<file path="config.mk">
export PLATFORM = sky130hd
export DESIGN_NAME = oled_text_sequencer_flat
export DESIGN_NICKNAME = d
export VERILOG_FILES = /design/src/rtl/oled_text_sequencer_if.sv /design/src/rtl/oled_text_sequencer.sv /design/src/flat_wrapper.sv
export SDC_FILE = /design/constraint.sdc
export NUM_CORES = 1
export LEC_CHECK = 0
export ABC_AREA = 1
export BUFFER_PORTS_ARGS = -buffer_cell sky130_fd_sc_hd__buf_2
export CAP_MARGIN = 15
export CORE_MARGIN = 8
export CORE_UTILIZATION = 60
export CTS_CLUSTER_SIZE = 30
export DETAILED_ROUTE_END_ITERATION = 6
export PLACE_DENSITY_LB_ADDON = 0.15
export SYNTH_ARGS = -nofsm -noshare
export SYNTH_HDL_FRONTEND = slang
export SYNTH_SLANG_ARGS = --single-unit
</file>
<file path="constraint.sdc">
create_clock -name clock -period 7.75 [get_ports clock]
set_input_delay 1.55 -clock clock [delete_from_list [all_inputs] [get_ports clock]]
set_output_delay 1.55 -clock clock [all_outputs]
set_load 0.02 [all_outputs]
</file>
<file path="src/rtl/oled_text_sequencer_if.sv">
// ----------------------------------------------------------------------------
// oled_text_sequencer_if
// Groups every non-clock/reset signal of the OLED text sequencer.
//   slave  : the sequencer itself (owns the buffer, drives grants and the
//            sendData/sendDataValid side of the controller handshake).
//   master : the environment, i.e. the two write requesters, the clear
//            source and the OLED controller (drives sendDone).
// Signals:
//   wr_req_a/b, wr_addr_a/b, wr_char_a/b : write requests into the buffer
//   wr_gnt_a/b                           : one-cycle "write performed" pulses
//   clear_req                            : one-cycle "blank the buffer" pulse
//   send_data, send_data_valid           : character stream to the controller
//   send_done                            : controller acknowledge (level)
//   busy, frame_done                     : status
// ----------------------------------------------------------------------------
interface oled_text_sequencer_if #(
   parameter int ADDR_W = 6
);
   logic              wr_req_a;
   logic [ADDR_W-1:0] wr_addr_a;
   logic [6:0]        wr_char_a;
   logic              wr_gnt_a;
   logic              wr_req_b;
   logic [ADDR_W-1:0] wr_addr_b;
   logic [6:0]        wr_char_b;
   logic              wr_gnt_b;
   logic              clear_req;
   logic [6:0]        send_data;
   logic              send_data_valid;
   logic              send_done;
   logic              busy;
   logic              frame_done;

   modport master (
      output wr_req_a, wr_addr_a, wr_char_a,
      input  wr_gnt_a,
      output wr_req_b, wr_addr_b, wr_char_b,
      input  wr_gnt_b,
      output clear_req,
      input  send_data, send_data_valid,
      output send_done,
      input  busy, frame_done
   );

   modport slave (
      input  wr_req_a, wr_addr_a, wr_char_a,
      output wr_gnt_a,
      input  wr_req_b, wr_addr_b, wr_char_b,
      output wr_gnt_b,
      input  clear_req,
      output send_data, send_data_valid,
      input  send_done,
      output busy, frame_done
   );
endinterface

</file>
<file path="src/rtl/oled_text_sequencer.sv">
// ----------------------------------------------------------------------------
// oled_text_sequencer
// Owns the NUM_CHARS-cell character buffer of the OLED text path, arbitrates
// writes from two requesters into it, and streams the whole buffer in linear
// order to the OLED controller whenever it has changed. After reset, or on a
// clear request, every cell is first overwritten with BLANK_CHAR.
// Ports:
//   clock : system clock
//   reset : synchronous, active-high reset
//   bus   : oled_text_sequencer_if.slave (requesters, clear, controller
//           handshake, status)
// ----------------------------------------------------------------------------
module oled_text_sequencer #(
   parameter int         NUM_CHARS  = 64,
   parameter int         ADDR_W     = 6,
   parameter logic [6:0] BLANK_CHAR = 7'h20
) (
   input logic                  clock,
   input logic                  reset,
   oled_text_sequencer_if.slave bus
);

   typedef enum logic [2:0] {
      S_CLEAR,
      S_IDLE,
      S_SEND,
      S_WAIT_DONE,
      S_WAIT_RELEASE
   } state_t;

   localparam logic [ADDR_W-1:0] LAST_IDX = ADDR_W'(NUM_CHARS - 1);
   localparam logic [ADDR_W-1:0] IDX_ONE  = {{(ADDR_W-1){1'b0}}, 1'b1};
   localparam logic              RR_A     = 1'b0;
   localparam logic              RR_B     = 1'b1;

   state_t            state_q, state_d;
   logic [ADDR_W-1:0] clr_idx_q, clr_idx_d;
   logic [ADDR_W-1:0] idx_q, idx_d;
   logic              dirty_q, dirty_d;
   logic              clr_pend_q, clr_pend_d;
   logic              rr_last_q, rr_last_d;
   logic              gnt_a_q, gnt_a_d;
   logic              gnt_b_q, gnt_b_d;
   logic [6:0]        send_data_q, send_data_d;
   logic              send_valid_q, send_valid_d;
   logic              frame_done_q, frame_done_d;
   logic              frame_end_q, frame_end_d;

   // Single write port shared by the clear sweep and the arbiter; the two
   // never use it in the same cycle because the arbiter is off in CLEAR.
   logic              mem_we;
   logic [ADDR_W-1:0] mem_addr;
   logic [6:0]        mem_wdata;
   logic [6:0]        buf_mem [NUM_CHARS];

   logic              elig_a;
   logic              elig_b;

   always_comb begin
      state_d      = state_q;
      clr_idx_d    = clr_idx_q;
      idx_d        = idx_q;
      dirty_d      = dirty_q;
      clr_pend_d   = clr_pend_q;
      rr_last_d    = rr_last_q;
      gnt_a_d      = 1'b0;
      gnt_b_d      = 1'b0;
      send_data_d  = send_data_q;
      send_valid_d = send_valid_q;
      frame_done_d = 1'b0;
      frame_end_d  = frame_end_q;
      mem_we       = 1'b0;
      mem_addr     = '0;
      mem_wdata    = '0;

      // A requester whose grant is showing is still holding the old request;
      // ignoring it this cycle prevents the same write landing twice.
      elig_a = bus.wr_req_a && !gnt_a_q;
      elig_b = bus.wr_req_b && !gnt_b_q;

      unique case (state_q)
         S_CLEAR: begin
            mem_we    = 1'b1;
            mem_addr  = clr_idx_q;
            mem_wdata = BLANK_CHAR;
            clr_idx_d = clr_idx_q + IDX_ONE;
            if (clr_idx_q == LAST_IDX) begin
               dirty_d = 1'b1;
               state_d = S_IDLE;
            end
         end

         S_IDLE: begin
            if (clr_pend_q || bus.clear_req) begin
               clr_pend_d = 1'b0;
               clr_idx_d  = '0;
               state_d    = S_CLEAR;
            end else if (dirty_q) begin
               idx_d   = '0;
               dirty_d = 1'b0;
               state_d = S_SEND;
            end
         end

         // The cell is captured here, so later writes to it cannot disturb
         // the character already presented to the controller.
         S_SEND: begin
            send_data_d  = buf_mem[idx_q];
            send_valid_d = 1'b1;
            state_d      = S_WAIT_DONE;
         end

         S_WAIT_DONE: begin
            if (bus.send_done) begin
               send_valid_d = 1'b0;
               state_d      = S_WAIT_RELEASE;
               if (idx_q == LAST_IDX) begin
                  frame_done_d = 1'b1;
                  frame_end_d  = 1'b1;
               end else begin
                  idx_d       = idx_q + IDX_ONE;
                  frame_end_d = 1'b0;
               end
            end
         end

         // Waiting for sendDone to fall gives exactly one advance per
         // acknowledge, however long the controller holds it.
         S_WAIT_RELEASE: begin
            if (!bus.send_done) begin
               state_d = frame_end_q ? S_IDLE : S_SEND;
            end
         end

         default: begin
            state_d = S_CLEAR;
         end
      endcase

      // A clear during a frame is deferred so the frame is never truncated
      // and the controller's column/page counters stay aligned.
      if (bus.clear_req &&
          (state_q == S_SEND || state_q == S_WAIT_DONE || state_q == S_WAIT_RELEASE)) begin
         clr_pend_d = 1'b1;
      end

      // Evaluated after the FSM so a write on the IDLE->SEND edge re-sets
      // dirty and schedules another frame.
      if (state_q != S_CLEAR) begin
         if (elig_a && (!elig_b || rr_last_q == RR_B)) begin
            mem_we    = 1'b1;
            mem_addr  = bus.wr_addr_a;
            mem_wdata = bus.wr_char_a;
            gnt_a_d   = 1'b1;
            dirty_d   = 1'b1;
            if (elig_b) begin
               rr_last_d = RR_A;
            end
         end else if (elig_b) begin
            mem_we    = 1'b1;
            mem_addr  = bus.wr_addr_b;
            mem_wdata = bus.wr_char_b;
            gnt_b_d   = 1'b1;
            dirty_d   = 1'b1;
            if (elig_a) begin
               rr_last_d = RR_B;
            end
         end
      end
   end

   always_ff @(posedge clock) begin
      if (reset) begin
         state_q      <= S_CLEAR;
         clr_idx_q    <= '0;
         idx_q        <= '0;
         dirty_q      <= 1'b1;
         clr_pend_q   <= 1'b0;
         rr_last_q    <= RR_B;
         gnt_a_q      <= 1'b0;
         gnt_b_q      <= 1'b0;
         send_data_q  <= '0;
         send_valid_q <= 1'b0;
         frame_done_q <= 1'b0;
         frame_end_q  <= 1'b0;
      end else begin
         state_q      <= state_d;
         clr_idx_q    <= clr_idx_d;
         idx_q        <= idx_d;
         dirty_q      <= dirty_d;
         clr_pend_q   <= clr_pend_d;
         rr_last_q    <= rr_last_d;
         gnt_a_q      <= gnt_a_d;
         gnt_b_q      <= gnt_b_d;
         send_data_q  <= send_data_d;
         send_valid_q <= send_valid_d;
         frame_done_q <= frame_done_d;
         frame_end_q  <= frame_end_d;
      end
   end

   // Buffer storage has no reset; the clear sweep initialises it.
   always_ff @(posedge clock) begin
      if (mem_we) begin
         buf_mem[mem_addr] <= mem_wdata;
      end
   end

   assign bus.wr_gnt_a        = gnt_a_q;
   assign bus.wr_gnt_b        = gnt_b_q;
   assign bus.send_data       = send_data_q;
   assign bus.send_data_valid = send_valid_q;
   assign bus.frame_done      = frame_done_q;
   assign bus.busy            = (state_q != S_IDLE);

endmodule
</file>
<file path="src/flat_wrapper.sv">
// flat-port wrapper written by rule: the top's interface ports become plain ports
module oled_text_sequencer_flat 
#(
   parameter int         NUM_CHARS  = 64,
   parameter int         ADDR_W     = 6,
   parameter logic [6:0] BLANK_CHAR = 7'h20
)
  (clock, reset, bus_wr_req_a, bus_wr_addr_a, bus_wr_char_a, bus_wr_gnt_a, bus_wr_req_b, bus_wr_addr_b, bus_wr_char_b, bus_wr_gnt_b, bus_clear_req, bus_send_data, bus_send_data_valid, bus_send_done, bus_busy, bus_frame_done);
  oled_text_sequencer_if #(.ADDR_W(ADDR_W)) bus_i ();
  input logic clock;
  input logic reset;
  input wire logic [$bits(bus_i.wr_req_a)-1:0] bus_wr_req_a;
  input wire logic [$bits(bus_i.wr_addr_a)-1:0] bus_wr_addr_a;
  input wire logic [$bits(bus_i.wr_char_a)-1:0] bus_wr_char_a;
  output wire logic [$bits(bus_i.wr_gnt_a)-1:0] bus_wr_gnt_a;
  input wire logic [$bits(bus_i.wr_req_b)-1:0] bus_wr_req_b;
  input wire logic [$bits(bus_i.wr_addr_b)-1:0] bus_wr_addr_b;
  input wire logic [$bits(bus_i.wr_char_b)-1:0] bus_wr_char_b;
  output wire logic [$bits(bus_i.wr_gnt_b)-1:0] bus_wr_gnt_b;
  input wire logic [$bits(bus_i.clear_req)-1:0] bus_clear_req;
  output wire logic [$bits(bus_i.send_data)-1:0] bus_send_data;
  output wire logic [$bits(bus_i.send_data_valid)-1:0] bus_send_data_valid;
  input wire logic [$bits(bus_i.send_done)-1:0] bus_send_done;
  output wire logic [$bits(bus_i.busy)-1:0] bus_busy;
  output wire logic [$bits(bus_i.frame_done)-1:0] bus_frame_done;
  assign bus_i.wr_req_a = bus_wr_req_a;
  assign bus_i.wr_addr_a = bus_wr_addr_a;
  assign bus_i.wr_char_a = bus_wr_char_a;
  assign bus_wr_gnt_a = bus_i.wr_gnt_a;
  assign bus_i.wr_req_b = bus_wr_req_b;
  assign bus_i.wr_addr_b = bus_wr_addr_b;
  assign bus_i.wr_char_b = bus_wr_char_b;
  assign bus_wr_gnt_b = bus_i.wr_gnt_b;
  assign bus_i.clear_req = bus_clear_req;
  assign bus_send_data = bus_i.send_data;
  assign bus_send_data_valid = bus_i.send_data_valid;
  assign bus_i.send_done = bus_send_done;
  assign bus_busy = bus_i.busy;
  assign bus_frame_done = bus_i.frame_done;
  oled_text_sequencer #(.NUM_CHARS(NUM_CHARS), .ADDR_W(ADDR_W), .BLANK_CHAR(BLANK_CHAR)) u_core (.clock(clock), .reset(reset), .bus(bus_i));
endmodule
</file>
==> reports/summary.log, run 1 <==
qor: cts.cts_post_setup_buffers_inserted 0
qor: timing.finalClockSkew 24.66 ps
qor: pwr.power.static_leakage 8.827 nW
qor: status.status complete, no violations
qor: global_route.use_met2 0.3979
qor: floorplan.ioPinCount 44
qor: pwr.power_density 228.7 nW/um2
qor: timing.grt_setup_unrepaired false
qor: placement.io_buffer_count 43
qor: synth.syn_area_per_cell 10.39 um2
qor: global_route.grt_first_pass_wirelength 76.25 mm
qor: synth.postSynth.topFlopCell edfxtp_1
qor: layout.n_fill_cell 2553
qor: cts.cts.sinks 478
qor: critical_path.cp.required 7930 ps
qor: route.remaining_drc_errors 0
qor: critical_path.setup_crit_start_kind primary input
qor: hold_path.worst_hold_stages 2
qor: synth.synth-edff-count 448
qor: synth.yosysSeqAreaShare 0.6831
qor: global_route.use_met1 0.3190
qor: synth.mappedNetlistArea 20570 um2
qor: hold_path.hold_start u_core.bus.send_data_valid
qor: floorplan.core_region_area 34120 um2
qor: global_route.maximum_number_of_pins_on_one_net_before_global_route_repair 108
qor: synth.yosys_register_bits 478
qor: floorplan.area_of_the_die 40470 um2
qor: synth.yosys-top-cells-count 608 x nand2_1, 448 x edfxtp_1, 256 x nand3_1
qor: critical_path.worst-r2r-setup-slack 4360 ps
qor: global_route.grt_usage 0.2423
qor: synth.yosys_warnings 0
qor: placement.routabilityCongestion 0.8710
qor: critical_path.cp_max_fo 16
qor: synth.postSynthCellCount 1980
qor: route.detail_route.iter0.violations 1609
qor: synth.synth_async_sr_flop_share 0
qor: cts.cts.clk_slew.worst_paths 60 ps
qor: timing.hold_viol 0
qor: floorplan.placementRows 68
qor: layout.num_antenna_cells 0
qor: timing.timing.final.setup_violations 0
qor: global_route.antenna_found_initial 0
qor: timing.worst_pin_slew 1201 ps
qor: cts.numCtsBuffers 47
qor: layout.synthToLayoutAreaGrowth 9.956%
qor: cts.root_buffer clkbuf_16
qor: synth.largest_area_contributor_in_the_synthesized_netlist edfxtp_1
qor: timing.drv_slew 0
qor: global_route.grt_pass1_vias 13630
qor: timing.finalCriticalPeriod 3686 ps
qor: route.detail_route.wl_per_cell 20.25 um
qor: critical_path.end_kind flip-flop
qor: route.route.vias.total 14050
qor: route.detail_route.wirelength 50.18 mm
qor: placement.hpwl 29.46 mm
qor: timing.relSlewSlack 0.1976
qor: critical_path.type_of_the_worst_setup_path in -> reg
qor: synth.yosysMostFrequentCell nand2_1
qor: timing.finalSetupTns 0 ps
qor: synth.synth_top_cells_by_area edfxtp_1 65%, nand2_1 11%, nand3_1 6.2%
qor: timing.fmax 0.2713 GHz
qor: floorplan.die_y 201.2 um
qor: route.drt-pass1-iter-count 5
qor: synth.synth_top_area_share 0.6539
qor: cts.cts.htree.levels 2
qor: critical_path.capturing_point_of_the_worst_reg2reg_path u_core.bus.send_data[1]
qor: synth.synth.lib_cells_used.distinct 38
qor: route.vias_per_cell 5.672
qor: global_route.overflow 0
qor: flow_run.maxCapViolations 0
qor: critical_path.critical_path_arrival 3860 ps
qor: hold_path.whs_endpoint u_core.bus.send_data_valid
qor: route.final_antenna_net_count 0
qor: timing.final.period_utilization 0.4756
qor: layout.post_route_cells_drive_above_1_share 0.08898
qor: cts.cts_resized 0
qor: global_route.gr-usage-met3 0.05002
qor: cts.worst_skew_pair_latency 560 ps
qor: global_route.grt-busiest-layer met2
qor: cts.tritoncts_clock_tree done
qor: critical_path.worst_r2r_path_depth 11
qor: cts.cts_hold_buf 0
qor: timing.finalHoldWorstSlack 465.3 ps
qor: floorplan.initial_core_util 0.6030
qor: hold_path.min_delay_path_class reg -> reg
qor: critical_path.r2r_start u_core.idx_q[0]
qor: layout.fin_nets 2021
qor: cts.cts_buffer_depth 3
qor: synth.synthesis.nets 2014
qor: pwr.vdd_drop_max 0.0001913 V
qor: floorplan.die_w 201.2 um
-- layer usage --
layer	vias up	wire length, um
met1	6654	20310
met3	115	4129
met5	-	0
li1	6622	-
met2	663	24080
met4	0	1663
-- power by group --
| group | internal, W | leakage, nW | switching, W | total (W) |
|---|---|---|---|---|
| clock | 0.00136 | 0.762 | 0.000934 | 0.00230 |
| combinational | 0.0000203 | 3.36 | 0.0000578 | 0.0000780 |
| sequential | 0.00279 | 4.70 | 0.00000399 | 0.00280 |
| total | 0.00418 | 8.83 | 0.000995 | 0.00517 |
-- kinds of logic after synthesis --
family	Yosys count	share of synthesized area
and+or+nand+nor	1143	0.2357
DFF	478	0.6831
buffers and inverters	252	0.05200
AOI/OAI and AO/OA	104	0.02755
adders and majority gates	2	0.001216
xor gates and xnor gates	1	0.0004258
-- how the worst max path moves through the flow --
stage               cells past startpoint         start  slack [ps]                     to
finish                                 13  bus_wr_req_b        4060  u_core.buf_mem[11][3]
floorplan                               9  bus_wr_req_b        3290   u_core.buf_mem[0][0]
CTS                                    13  bus_wr_req_b        4090  u_core.buf_mem[14][5]
global placement                       13  bus_wr_req_b        3560  u_core.buf_mem[14][5]
detailed placement                     13  bus_wr_req_b        3520  u_core.buf_mem[14][5]
global route                           13  bus_wr_req_b        3890  u_core.buf_mem[14][2]
-- flip-flops by register name, summed over array words and instances, names as in the netlist --
signal and count:
u_core.bus.send_data 7, u_core.state_q 3, u_core.buf_mem 448, u_core.rr_last_q 1
u_core.dirty_q 1, u_core.bus.wr_gnt_a 1, u_core.clr_pend_q 1, u_core.bus.frame_done 1
u_core.bus.send_data_valid 1, u_core.frame_end_q 1, u_core.idx_q 6, u_core.bus.wr_gnt_b 1
u_core.clr_idx_q 6
-- area by class of cell --
type / count / area [um2] / area share
sequential: 478 / 14060 / 0.6216
multi-input combinational: 1250 / 5522 / 0.2441
clock buffer: 54 / 1224 / 0.05410
inverter: 153 / 584.3 / 0.02583
tap: 455 / 569.3 / 0.02517
clock inverter: 31 / 340.3 / 0.01505
timing repair buffer: 57 / 320.3 / 0.01416
-- stage by stage --
stage               cells  power [W]  utilization  worst slack, ps  cell area, um2
floorplan            1980   0.002895            -             3294           20570
global placement     2393   0.002927       0.6172             3564           21060
detailed placement   2393   0.002928       0.6172             3520           21060
CTS                  2478   0.005183       0.6630             4085           22620
global route         2478   0.005290       0.6630             3894           22620
finish               2478   0.005173       0.6630             4064           22620
-- placed cells by master, fill, tap and decap left out, types with 2 or more instances in the layout --
cell	count
a211oi_1	2
a21oi_1	38
a21oi_4	6
buf_2	43
buf_4	14
bufinv_16	7
clkbuf_1	6
clkbuf_16	48
clkinv_1	12
clkinv_2	10
clkinvlp_4	2
dfxtp_1	28
dfxtp_4	2
edfxtp_1	448
ha_1	2
inv_1	142
inv_2	6
inv_6	2
nand2_1	608
nand2_2	5
nand2_4	3
nand3_1	255
nand3_2	6
nand3_4	7
nand4_1	2
nor2_1	236
nor2_2	6
nor2_4	3
nor3_1	7
nor4_1	2
o211ai_1	2
o21ai_0	46
o21ai_1	4
o21ai_2	2
o21ai_4	2
-- worst max-delay path, cell delays in order --
cell and delay [ps]:
buf_2 90, inv_1 60, nor2_4 110, nand2_2 80, nand2_4 80, inv_4 80, nor2_4 220, nand2_1 90
nand2_1 120, o21ai_1 220, inv_2 160, nand3_1 390, nor2_1 620
No activity file was read; power rests on OpenSTA's default activity.
==> run 2, diff against run 1 <==
Settings changed: ABC_AREA 1 to 0.
Clock period 7.75 ns to 3.8 ns, I/O delays scaled along.
==> run 2 against run 1 <==
Compared with the run above: global-route usage fell by 1.6 points; combinational power rose by 110%; critical endpoint is now u_core.buf_mem[0][1]; critical path depth fell by 8; critical path type is now reg -> reg; total power rose by 100%; highest routed layer is now met5.
==> reports/summary.log, run 2 <==
qor: status.status complete, no violations
qor: route.vias_per_cell 6.391 [+13%]
qor: timing.timing.final.setup_violations 0 [unchanged]
qor: floorplan.core_region_area 31640 um2 [-7.3%]
qor: floorplan.area_of_the_die 38110 um2 [-5.8%]
qor: critical_path.r2r_start u_core.state_q[2]
qor: floorplan.placementRows 65 [-4.4%]
qor: pwr.internal_power 0.008315 W [+99%]
qor: placement.routabilityCongestion 0.8250 [-5.3%]
qor: route.final_antenna_net_count 0 [unchanged]
qor: timing.fmax 0.2999 GHz
qor: pwr.totalPowerFinal 0.01034 W [+100%]
qor: cts.cts_post_setup_buffers_inserted 0 [unchanged]
qor: global_route.grt_first_pass_wirelength 64.67 mm [-15%]
qor: timing.finalCriticalPeriod 3335 ps
qor: cts.worst_skew_pair_latency 560 ps [about the same]
qor: global_route.grt_pass1_vias 10310 [-24%]
qor: pwr.power.static_leakage 7.132 nW [-19%]
qor: cts.cts.sinks 478 [unchanged]
qor: layout.largest_register_ff_count 448 [unchanged]
qor: cts.numCtsBuffers 47 [unchanged]
qor: cts.root_buffer clkbuf_16
qor: critical_path.cp_num_buf_inv 0 [-4]
qor: pwr.net-switching-power 0.002027 W [+100%]
qor: synth.synth.lib_cells_used.distinct 64 [+68%]
qor: synth.synthesis.nets 1103 [-45%]
qor: layout.post_route_cells_drive_above_1_share 0.2653 [+0.1763]
qor: critical_path.setup_crit_start_kind flip-flop
qor: cts.cts_hold_buf 0 [unchanged]
qor: critical_path.cp-startpoint u_core.state_q[2]
qor: floorplan.ioPinCount 44 [unchanged]
qor: timing.finalClockSkew 19.76 ps [-4.904 ps]
qor: cts.cts.clk_slew.worst_paths 60 ps [about the same]
qor: pwr.vdd_drop_max 0.0004592 V [+140%]
qor: pwr.p_comb_frac 0.015 [about the same]
qor: synth.yosysSeqAreaShare 0.7292 [+0.04608]
qor: cts.tritoncts_clock_tree done
qor: cts.cts_resized 0 [unchanged]
qor: floorplan.initial_core_util 0.6092 [+0.006198]
qor: timing.finalSetupTns 0 ps [unchanged]
qor: synth.yosys-top-cells-count 448 x edfxtp_1, 88 x nor2_1, 80 x mux4_2
qor: route.detail_route.iter0.violations 862 [-46%]
qor: layout.n_fill_cell 1982 [-22%]
qor: timing.worst_pin_slew 959.6 ps [-241.1 ps]
qor: critical_path.end_kind flip-flop
qor: synth.synth-edff-count 448 [unchanged]
qor: placement.post_dp_cell_area 20470 um2 [-2.8%]
qor: route.detail_route.wirelength 43.31 mm [-14%]
qor: global_route.antenna_found_initial 1 [+1]
qor: layout.commonest_non_fill_non_tap_cell_in_the_layout edfxtp_1
qor: timing.finalHoldWorstSlack 461.7 ps [-3.612 ps]
qor: synth.syn_area_per_cell 18.03 um2 [+74%]
qor: synth.largest_area_contributor_in_the_synthesized_netlist edfxtp_1
qor: route.remaining_drc_errors 0 [unchanged]
qor: timing.hold_viol 0 [unchanged]
qor: global_route.overflow 0 [unchanged]
qor: synth.postSynthCellCount 1069 [-46%]
qor: synth.synth_async_sr_flop_share 0 [unchanged]
qor: hold_path.min_delay_path_class reg -> reg
qor: route.detail_route.wl_per_cell 26.55 um [+31%]
qor: pwr.clockPowerShare 0.433 [-0.011]
qor: floorplan.die_w 195.2 um [-3.0%]
qor: route.route.vias.total 10420 [-26%]
qor: pwr.power_density 470.6 nW/um2 [+110%]
qor: global_route.maximum_number_of_pins_on_one_net_before_global_route_repair 65 [-40%]
qor: layout.max_flop_register u_core.buf_mem
qor: layout.num_antenna_cells 0 [unchanged]
qor: timing.grt_setup_unrepaired false
qor: cts.cts_buffer_depth 3 [unchanged]
qor: layout.synthToLayoutAreaGrowth 14.04%
qor: pwr.switching_share 0.1960 [+0.003626]
qor: global_route.grt_usage 0.2260 [-0.01637]
qor: critical_path.critical_path_arrival 3510 ps [-350 ps]
qor: timing.final.period_utilization 0.8775
qor: placement.io_buffer_count 43 [unchanged]
qor: synth.yosys_warnings 0 [unchanged]
qor: critical_path.cp.required 3970 ps [-3960 ps]
qor: synth.synth_top_area_share 0.6980 [+0.04411]
qor: synth.synth_top_cells_by_area edfxtp_1 70%, mux4_2 9.3%, mux2i_1 3.4%
qor: layout.layout_common_cells 448 x edfxtp_1, 88 x nor2_1, 82 x buf_4
qor: route.drt-pass1-iter-count 6 [+1]
qor: hold_path.hold_start u_core.bus.send_data_valid
qor: timing.drv_slew 0 [unchanged]
qor: pwr.share_seq_of_total_power 0.552 [+0.011]
qor: critical_path.critical_path.most_common_cell nor2_1
qor: synth.yosys_register_bits 478 [unchanged]
qor: synth.mappedNetlistArea 19270 um2 [-6.3%]
qor: critical_path.type_of_the_worst_setup_path reg -> reg
qor: cts.cts.htree.levels 2 [unchanged]
qor: layout.fin_nets 1225 [-39%]
qor: critical_path.timing.critical_path.cells or3_1, nor2_1, a31o_2, nand4_1, nor2_1
qor: placement.hpwl 27.22 mm [-7.6%]
qor: floorplan.die_y 195.2 um [-3.0%]
qor: critical_path.crit_path_top_delay_cell nor2_1
qor: synth.yosysMostFrequentCell edfxtp_1
qor: synth.postSynth.topFlopCell edfxtp_1
qor: critical_path.worst-r2r-setup-slack 470 ps [-3890 ps]
qor: critical_path.cp_max_fo 19 [+3]
qor: layout.finalInstanceArea 21980 um2 [-2.8%]
qor: critical_path.critPathTopFamily simple AND/OR/NAND/NOR gates
qor: timing.relSlewSlack 0.3522 [+0.1546]
qor: flow_run.maxCapViolations 0 [unchanged]
qor: critical_path.cpPeakStageDelay 770 ps [+150 ps]
==> run 2: cell count changes in the layout (fill, tap and decap cells not counted), sizes merged, moves of 66 or more <==
cell / previous run / this run
buf: 57 / 135
inv: 151 / 10
mux2i: 0 / 66
mux4: 0 / 84
nand2: 616 / 41
nand3: 268 / 39
nor2: 245 / 88
==> run 2: cell families after synthesis <==
logic type                 after synthesis  share of synthesized area
xor gates and xnor gates                 5                   0.002272
muxes                                  164                     0.1418
AOI/OAI and AO/OA                      134                    0.05090
DFF                                    478                     0.7292
and+or+nand+nor                        218                    0.05233
adders and majority gates                2                   0.001298
buffers and inverters                   68                    0.02220
==> run 2: worst reg2reg max path, cell delays in order (launching register included) <==
cell,delay [ps]
dfxtp_1,430
or3_1,700
nor2_1,280
a31o_2,190
nand4_1,570
nor2_1,770
==> run 2: worst paths after layout <==
check	end	cells after the start
max	u_core.buf_mem[0][1]	5
min reg2reg	u_core.bus.send_data_valid	2
min	u_core.bus.send_data_valid	2
max reg2reg	u_core.buf_mem[0][1]	5
==> run 2: power groups by stage <==
| stage | sequential [W] | combinational, W | clock (W) |
|---|---|---|---|
| after floorplan | 0.00581 | 0.0000778 | 0 |
| final | 0.00570 | 0.000160 | 0.00448 |
| after global routing | 0.00570 | 0.000172 | 0.00474 |
| after detailed placement | 0.00582 | 0.000158 | 0 |
| after CTS | 0.00570 | 0.000159 | 0.00455 |
| after global placement | 0.00582 | 0.000156 | 0 |
==> run 2: final cells by class <==
cell class	count	area, um2	share of cell area
Sequential cell	478	14060	0.6399
Multi-Input combinational cell	523	4871	0.2216
Timing Repair Buffer	135	1026	0.04668
Clock buffer	59	1261	0.05739
Clock inverter	28	231.5	0.01053
Tap cell	402	503.0	0.02289
Inverter	6	22.52	0.001025
==> run 2: through the flow <==
step	setup WS, ps	cells	util
after floorplan	754.5	1069	-
after CTS	485.7	1630	0.6942
after detailed placement	454.2	1543	0.6470
after global placement	528.5	1543	0.6470
after global routing	250.0	1631	0.6947
final	465.3	1631	0.6947
==> run 2: layer usage <==
layer / GRT usage / up-vias / wire [um]
met5: 0 / - / 13
met4: 0.07664 / 2 / 1351
met3: 0.05089 / 89 / 3646
met2: 0.3551 / 427 / 20430
met1: 0.3120 / 5321 / 17870
li1: - / 4584 / -
==> run 3, diff against run 2 <==
Settings changed: CORE_UTILIZATION 60 to 46, CTS_CLUSTER_SIZE 30 to 14.
==> run 3 against run 2 <==
Compared with the run above: worst hold slack better by 16 ps; sequential power about the same; final cell count up 9.7%; combinational power up 7%; largest power group unchanged.
==> reports/summary.log, run 3 (synthesis gave the netlist of run 2 again) <==
qor: status.status complete, no violations
qor: layout.synthToLayoutAreaGrowth 16.00%
qor: floorplan.die_y 220.7 um [+13%]
qor: route.final_antenna_net_count 0 [unchanged]
qor: pwr.vdd_drop_max 0.0003842 V [-16%]
qor: flow_run.maxCapViolations 0 [unchanged]
qor: layout.fin_nets 1246 [+1.7%]
qor: placement.routabilityCongestion 0.8614 [+4.4%]
qor: cts.cts.htree.levels 2 [unchanged]
qor: pwr.power_density 476.8 nW/um2 [+1.3%]
qor: route.drt-pass1-iter-count 5 [-1]
qor: timing.timing.final.setup_violations 0 [unchanged]
qor: timing.finalSetupTns 0 ps [unchanged]
qor: floorplan.placementRows 75 [+15%]
qor: critical_path.worst-r2r-setup-slack 850 ps [+380 ps]
qor: timing.hold_viol 0 [unchanged]
qor: timing.worst_pin_slew 976.2 ps [+16.66 ps]
qor: layout.layout_common_cells 448 x edfxtp_1, 106 x buf_4, 88 x nor2_1
qor: critical_path.critical_path_arrival 3160 ps [-350 ps]
qor: global_route.gr-usage-met3 0.03062 [-0.02028]
qor: route.vias_per_cell 5.795 [-9.3%]
qor: layout.finalInstanceArea 22360 um2 [+1.7%]
qor: critical_path.type_of_the_worst_setup_path reg -> reg
qor: floorplan.area_of_the_die 48700 um2 [+28%]
qor: layout.num_antenna_cells 0 [unchanged]
qor: cts.tritoncts_clock_tree done
qor: timing.grt_setup_unrepaired false
qor: cts.worst_skew_pair_latency 580 ps [+20 ps]
qor: global_route.grt-busiest-layer met2
qor: global_route.overflow 0 [unchanged]
qor: layout.commonest_non_fill_non_tap_cell_in_the_layout edfxtp_1
qor: cts.cts.clk_slew.worst_paths 60 ps [about the same]
qor: cts.cts_hold_buf 0 [unchanged]
qor: global_route.grt_first_pass_wirelength 69.23 mm [+7.1%]
qor: critical_path.setup_crit_start_kind flip-flop
qor: global_route.antenna_found_initial 0 [-1]
qor: timing.finalClockSkew 18.30 ps [-1.456 ps]
qor: floorplan.die_w 220.7 um [+13%]
qor: hold_path.hold_start bus_clear_req
qor: layout.largest_register_ff_count 448 [unchanged]
qor: floorplan.core_region_area 41670 um2 [+32%]
qor: layout.n_fill_cell 3402 [+72%]
qor: placement.preCtsSetupSlack 652.1 ps [+197.9 ps]
qor: timing.fmax 0.3385 GHz [+13%]
qor: cts.cts_post_setup_buffers_inserted 0 [unchanged]
qor: route.remaining_drc_errors 0 [unchanged]
qor: route.route.vias.total 10370 [-0.53%]
qor: cts.cts_resized 0 [unchanged]
qor: route.detail_route.iter0.violations 984 [+14%]
qor: critical_path.capturing_point_of_the_worst_reg2reg_path u_core.buf_mem[24][5]
qor: hold_path.min_delay_path_class in -> reg
qor: global_route.grt_pass1_vias 10550 [+2.3%]
qor: critical_path.endpoint u_core.buf_mem[24][5]
qor: global_route.grt_usage 0.1949 [-0.03111]
qor: critical_path.worst_r2r_path_depth 4 [-1]
qor: layout.max_flop_register u_core.buf_mem
qor: cts.numCtsBuffers 48 [+2.1%]
qor: global_route.use_met1 0.2771 [-0.03494]
qor: pwr.totalPowerFinal 0.01066 W [+3.1%]
qor: layout.final_core_utilization 0.5365 [-0.1581]
qor: critical_path.cp.required 4010 ps [+40 ps]
qor: cts.root_buffer clkbuf_16
qor: floorplan.initial_core_util 0.4626 [-0.1466]
qor: route.detail_route.wl_per_cell 25.85 um [-2.6%]
qor: layout.post_route_cells_drive_above_1_share 0.2752 [+0.009944]
qor: floorplan.ioPinCount 44 [unchanged]
qor: cts.cts_buffer_depth 3 [unchanged]
qor: timing.relSlewSlack 0.3478 [-0.004396]
qor: timing.setup_ws 845.9 ps [+380.6 ps]
qor: placement.io_buffer_count 43 [unchanged]
qor: critical_path.cp_max_fo 19 [unchanged]
qor: timing.final.period_utilization 0.7774 [-0.1001]
qor: global_route.use_met2 0.3119 [-0.04319]
qor: critical_path.r2r_start u_core.state_q[2]
qor: timing.drv_slew 0 [unchanged]
qor: cts.cts.sinks 478 [unchanged]
qor: placement.post_dp_cell_area 20760 um2 [+1.4%]
qor: placement.hpwl 29.33 mm [+7.8%]
qor: timing.finalCriticalPeriod 2954 ps [-380.6 ps]
qor: critical_path.cp-startpoint u_core.state_q[2]
qor: global_route.maximum_number_of_pins_on_one_net_before_global_route_repair 65 [unchanged]
qor: pwr.power.static_leakage 7.269 nW [+1.9%]
qor: critical_path.end_kind flip-flop
qor: route.detail_route.wirelength 46.25 mm [+6.8%]
run 3: cell types whose count changed in the layout (fill, tap and decap cells not counted):
cell	before	now
buf_4	82	106
clkinv_2	13	9
buf_12	9	6
bufinv_16	3	6
clkbuf_1	8	11
clkbuf_16	47	49
buf_8	1	0
clkbuf_8	4	3
clkinvlp_4	3	2
inv_6	4	3
run 3: layout make-up:
| cell class | instances | area, um2 | area share |
|---|---|---|---|
| Multi-Input combinational cell | 523 | 4871 | 0.2179 |
| Timing Repair Buffer | 155 | 1131 | 0.05060 |
| Sequential cell | 478 | 14060 | 0.6290 |
| Clock buffer | 63 | 1309 | 0.05854 |
| Clock inverter | 25 | 285.3 | 0.01276 |
| Inverter | 6 | 22.52 | 0.001007 |
| Tap cell | 539 | 674.4 | 0.03017 |
run 3: routing by layer:
| metal | vias up | share of wire |
|---|---|---|
| met5 | - | 0 |
| met4 | 0 | 0.019 |
| met3 | 60 | 0.058 |
| met2 | 333 | 0.48 |
| met1 | 5347 | 0.45 |
| li1 | 4628 | - |
run 3: through the flow:
step                      instances  hold slack [ps]
after floorplan                1069            453.8
after global placement         1701            466.5
after detailed placement       1701            475.8
after CTS                      1789            445.7
after global routing           1789            510.9
final                          1789            477.9
run 3: how the worst min path moves through the flow:
stage	depth (start not counted)	to
2_1_floorplan	2	u_core.frame_end_q
3_3_place_gp	2	u_core.frame_end_q
3_5_place_dp	2	u_core.frame_end_q
4_1_cts	3	u_core.clr_pend_q
5_1_grt	3	u_core.clr_pend_q
6_report	3	u_core.clr_pend_q
run 3: critical path, stage by stage (launching register included):
cell and delay [ps]:
dfxtp_1 580, or3_1 590, a31oi_2 320, or3_1 580, nor2_1 500
run 3: report_power, final:
part	total (W)	internal [W]	switching, W
Clock	0.00478	0.00284	0.00195
Combinational	0.000172	0.0000597	0.000112
Sequential	0.00570	0.00570	0.00000855
